==> config.mk <==
export PLATFORM = sky130hd
export DESIGN_NAME = regfile_write_scheduler
export DESIGN_NICKNAME = d
export VERILOG_FILES = /design/src/rtl/regfile_write_scheduler.sv
export SDC_FILE = /design/constraint.sdc
export NUM_CORES = 1
export LEC_CHECK = 0
export ABC_AREA = 1
export CAP_MARGIN = 30
export CORE_ASPECT_RATIO = 0.9
export CORE_MARGIN = 2
export CORE_UTILIZATION = 27
export DETAILED_ROUTE_END_ITERATION = 12
export GPL_TIMING_DRIVEN = 0
export HOLD_SLACK_MARGIN = 0.15
export PLACE_DENSITY_LB_ADDON = 0.3
export SKIP_LAST_GASP = 1
export SLEW_MARGIN = 30
export SYNTH_ARGS = -nofsm -noshare
export SYNTH_HDL_FRONTEND = slang
export SYNTH_SLANG_ARGS = --single-unit
==> constraint.sdc <==
create_clock -name clk -period 1.8 [get_ports clk]
set_input_delay 0.18 -clock clk [delete_from_list [all_inputs] [get_ports clk]]
set_output_delay 0.18 -clock clk [all_outputs]
set_load 0.02 [all_outputs]
==> src/rtl/regfile_write_scheduler.sv <==
// Write-port sequencer for the 32x32 register file: a clear sweep after reset,
// then round-robin arbitration between ALU (A) and load-unit (B) writebacks.
module regfile_write_scheduler #(
    parameter int NREG = 32,
    parameter int XLEN = 32,
    parameter int AW   = 5
) (
    input  logic            clk,
    input  logic            clearN,
    input  logic            a_valid,
    output logic            a_ready,
    input  logic [AW-1:0]   a_addr,
    input  logic [XLEN-1:0] a_data,
    input  logic            b_valid,
    output logic            b_ready,
    input  logic [AW-1:0]   b_addr,
    input  logic [XLEN-1:0] b_data,
    output logic [NREG-1:0] wr_en,
    output logic [NREG-1:0] wr_clr,
    output logic [XLEN-1:0] wr_data,
    output logic            wr_valid,
    output logic [AW-1:0]   wr_addr,
    output logic            init_done
);

    typedef enum logic {INIT, RUN} state_t;

    localparam logic [NREG-1:0] ONE_HOT_0 = {{(NREG-1){1'b0}}, 1'b1};
    localparam logic [AW:0]     IDX_STEP  = {{AW{1'b0}}, 1'b1};

    state_t          state_q, state_d;
    logic [AW:0]     idx_q, idx_d;
    logic            rr_q, rr_d;
    logic [NREG-1:0] wr_en_q, wr_en_d;
    logic [NREG-1:0] wr_clr_q, wr_clr_d;
    logic [XLEN-1:0] wr_data_q, wr_data_d;
    logic            wr_valid_q, wr_valid_d;
    logic [AW-1:0]   wr_addr_q, wr_addr_d;
    logic            init_done_q, init_done_d;

    logic            grant_a, grant_b;
    logic [AW-1:0]   sel_addr;
    logic [XLEN-1:0] sel_data;
    logic [NREG-1:0] sweep_onehot;
    logic [NREG-1:0] sel_onehot;

    // rr_q = 0 favours A on a conflict, rr_q = 1 favours B.
    assign grant_a = (state_q == RUN) && a_valid && (!b_valid || !rr_q);
    assign grant_b = (state_q == RUN) && b_valid && (!a_valid ||  rr_q);

    assign sel_addr     = grant_a ? a_addr : b_addr;
    assign sel_data     = grant_a ? a_data : b_data;
    assign sweep_onehot = ONE_HOT_0 << idx_q[AW-1:0];
    assign sel_onehot   = ONE_HOT_0 << sel_addr;

    always_comb begin
        state_d     = state_q;
        idx_d       = idx_q;
        rr_d        = rr_q;
        wr_en_d     = '0;
        wr_clr_d    = '0;
        wr_data_d   = '0;
        wr_valid_d  = 1'b0;
        wr_addr_d   = '0;
        init_done_d = init_done_q;

        unique case (state_q)
            INIT: begin
                // idx_q carries one extra bit so the cycle after the last clear is visible.
                if (!idx_q[AW]) begin
                    wr_en_d    = sweep_onehot;
                    wr_clr_d   = sweep_onehot;
                    wr_valid_d = 1'b1;
                    wr_addr_d  = idx_q[AW-1:0];
                    idx_d      = idx_q + IDX_STEP;
                end else begin
                    idx_d       = '0;
                    init_done_d = 1'b1;
                    state_d     = RUN;
                end
            end
            RUN: begin
                if (grant_a || grant_b) begin
                    wr_en_d    = (sel_addr != '0) ? sel_onehot : '0;
                    wr_valid_d = (sel_addr != '0);
                    wr_data_d  = sel_data;
                    wr_addr_d  = sel_addr;
                end
                if (a_valid && b_valid) begin
                    rr_d = grant_a;
                end
            end
        endcase
    end

    always_ff @(posedge clk or negedge clearN) begin
        if (!clearN) begin
            state_q     <= INIT;
            idx_q       <= '0;
            rr_q        <= 1'b0;
            wr_en_q     <= '0;
            wr_clr_q    <= '0;
            wr_data_q   <= '0;
            wr_valid_q  <= 1'b0;
            wr_addr_q   <= '0;
            init_done_q <= 1'b0;
        end else begin
            state_q     <= state_d;
            idx_q       <= idx_d;
            rr_q        <= rr_d;
            wr_en_q     <= wr_en_d;
            wr_clr_q    <= wr_clr_d;
            wr_data_q   <= wr_data_d;
            wr_valid_q  <= wr_valid_d;
            wr_addr_q   <= wr_addr_d;
            init_done_q <= init_done_d;
        end
    end

    assign a_ready   = grant_a;
    assign b_ready   = grant_b;
    assign wr_en     = wr_en_q;
    assign wr_clr    = wr_clr_q;
    assign wr_data   = wr_data_q;
    assign wr_valid  = wr_valid_q;
    assign wr_addr   = wr_addr_q;
    assign init_done = init_done_q;

endmodule

==> flow_summary.yaml, run 1 <==
global_routing:
  antenna_found_initial: 0
  grt_usage_pct: 15.0
  grt_pass1_vias: 3902
  grt_pass1_wl_um: 20400
  grt_max_degree: 68
  overflow: 0
layout:
  multi_input_area_um2: 1370
  stdcell_count: 899
  ff_latch_area_um2: 2780
  drive_gt1_share_pct: 8.24
  fin_area_um2: 6890
  n_antenna_cell: 0
  fill_cells: 1528
  finalNetCount: 771
  area_delta_synth_final_pct: 55.1
  final_util_pct: 42.7
placement:
  place_congestion: 0.797
  pre_cts_ws_ns: -0.597
  dp_hpwl_um: 9900
  placed_cell_area_um2: 6550
  numPlacedInstances: 881
  portBuffers: 182
logic_synthesis:
  synthXorXnorAreaFrac_pct: 0
  avgSynthCellArea_um2: 9.05
  async_flop_share_pct: 100
  syn_inst: 491
  yosysSeqAreaShare_pct: 62.5
  synthMuxAreaShare_pct: 0
  synth_top_family_by_area: "simple AND/OR/NAND/NOR gates"
  synth-edff-count: 0
  synth-compound-area-share_pct: 5.86
  synth_adder_area_share_pct: 1.69
  ys_warn_count: 0
  synth_simple_gate_area_share_pct: 22.5
  syn_nets: 575
  synth_cell_types: 26
  synthFlopType: "dfrtp_1"
  syn-cell-area_um2: 4440
  ys_ff_latch: 111
status:
  outcome: "completed"
die:
  rows: 44
  die_w_um: 139
  coreArea_um2: 16100
  fp.dieH_um: 126
  io_pins: 183
  die-area_um2: 17500
  start_util_pct: 27.5
cts:
  clock_path_buffers: 2
  h-tree-depth: 3
  clk_latency_ns: 0.35
  path_clk_slew_ns: 0.07
  clock_sinks: 111
  cts_buffers: 9
  cts_tree: "yes"
  cts-root-buf: "clkbuf_16"
critical_path:
  cpMaxStageDelayCell: "dfrtp_2"
  crit_top_cell: "clkbuf_2"
  crit_family: "buffers and inverters"
  path_buf_inv: 2
  critical_path_class: "reg -> out"
  cp.required_ns: 1.62
  cp_max_fo: 10
  critPathCaptureType: "output pin"
  critPathArrivalTime_ns: 1.52
  path_cells: "nand2_2 > a21oi_4 > clkbuf_2 > clkbuf_2"
  cpPeakStageDelay_ns: 0.44
  crit_path_start_kind: "register"
power_and_ir_drop:
  power.leakage_nw: 3.23
  vdd_drop_max_mv: 0.454
  p_per_area_nw_per_um2: 800
route:
  via_per_inst: 4.24
  totalWireLength_um: 12700
  wl_per_cell_um: 14.1
  drcViolationCount: 0
  drtIter0Drc: 213
  drtAntennaViolNets: 0
  vias: 3813
  first_pass_iters: 5
sta:
  skew_ns: 0.00597
  worstMarginPinSlew_ns: 0.407
  finalSetupViolations: 0
  min_period_over_period_pct: 94.2
  slew_viol_final: 0
  relSlewSlack_pct: 72.9
  setup_slack_ns: 0.104
  fmax_mhz: 590
  period_minus_slack_ns: 1.70
  hold_viol_final: 0
run:
  max-cap-violations: 0
worst_hold_path:
  hp-class: "in -> async"
[worst register-to-register path, cell delays in order (launching register included)]
cell	delay (ns)
dfrtp_2	0.46
nand2_2	0.12
a21oi_4	0.05
buf_6	0.15
nor2_2	0.12
buf_6	0.19
clkbuf_1	0.36
a21oi_1	0.09
[cell usage in the layout (no fill, tap or decap), drive strengths merged, types with 5 or more instances in the layout]
| master | count |
|---|---|
| a21oi | 36 |
| buf | 9 |
| clkbuf | 19 |
| clkdlybuf4s50 | 179 |
| dfrtp | 111 |
| ha | 6 |
| inv | 67 |
| nand2 | 158 |
| nand3 | 16 |
| nor2 | 66 |
| o22ai | 5 |
[report_power, final]
part | leakage, nW | internal [mW] | switching, mW | total, mW
Combinational | 1.60 | 0.447 | 0.533 | 0.980
Clock | 0.136 | 0.962 | 0.935 | 1.90
Sequential | 1.49 | 2.60 | 0.0372 | 2.64
Total | 3.23 | 4.01 | 1.50 | 5.51
[metrics by stage]
stage	total power [mW]	TNS, ns	hold WS (ns)
after global routing	5.79	-0.0207	0.331
after floorplan	3.10	0	-0.116
after detailed placement	3.66	-8.62	0.123
after global placement	3.64	-405.07	0.462
after CTS	5.58	-0.0612	0.311
final	5.51	0	0.309
[synth_stat cells, types with 2 or more instances]
cell      count  share of area (%)
clkbuf_1      7               0.59
o22ai_1       5               0.70
nand2_1     151                 13
buf_2         4               0.45
nand2_2       7               0.99
nor2_1       63                5.3
a21oi_1      35                3.9
o21ai_0       3               0.34
buf_6         3               0.76
clkinv_1      2               0.17
ha_1          6                1.7
nor3_1        3               0.34
nand3_1      16                1.8
inv_1        59                5.0
nor2_2        2               0.28
dfrtp_1     111                 63
inv_2         5               0.42
[cell type report]
| type | count | area share [%] |
|---|---|---|
| flip-flops and latches | 111 | 40.3 |
| well taps | 207 | 3.76 |
| inverters | 66 | 3.60 |
| multi-input cells | 300 | 19.8 |
| clock buffers | 10 | 3.32 |
| repair buffers | 185 | 27.1 |
| clock inverters | 6 | 0.799 |
| plain buffers | 14 | 1.25 |
[flip-flops by register name (all words and copies together) (netlist names)]
name / cells
idx_q: 6
wr_clr: 32
wr_valid: 1
state_q: 1
wr_en: 32
rr_q: 1
wr_addr: 5
wr_data: 32
init_done: 1
[worst paths after layout]
check / cells after the start / slack, ns / start / endpoint
max in group asynchronous: 3 / 0.83 / clearN / state_q
hold / removal: 2 / 0.31 / clearN / wr_clr[26]
hold reg to reg: 1 / 0.47 / init_done / init_done
min in group clk: 3 / 0.37 / a_data[11] / wr_data[11]
setup reg to reg: 7 / 0.14 / state_q / wr_data[13]
setup / recovery: 4 / 0.10 / state_q / a_ready
[logic make-up (layout without fill, tap and decap cells)]
group                    count (synthesis)  count (layout)
AND/OR/NAND/NOR                        247             247
AO/OA/AOI/OAI                           47              47
buffers and inverters                   80             281
adder cells (fa/ha/maj)                  6               6
flip-flops                             111             111
[timing repair]
| item | 4_1_cts | 5_1_grt |
|---|---|---|
| buffers inserted | 1 | 0 |
| resized for setup | 4 | 18 |
| pin swaps | 0 | 2 |
| setup endpoints to repair | 4 | 47 |
| hold endpoints to repair | 44 | 0 |
| hold buffers | 1 | 0 |
[metal layers]
metal | GRT usage (%) | vias up | wire [um]
met5 | 0 | - | 0
met4 | 4.16 | 0 | 175
met3 | 7.76 | 13 | 1510
met2 | 24.3 | 175 | 5840
met1 | 17.7 | 1750 | 5130
li1 | - | 1875 | -
No activity file was read; power rests on OpenSTA's default activity.
==> run 2: changes to the inputs <==
- CAP_MARGIN: 30 -> not set
- HOLD_SLACK_MARGIN: 0.15 -> 0.1
==> results of run 2 <==
No change in the layout: final DEF, timing and power equal those of run 1.
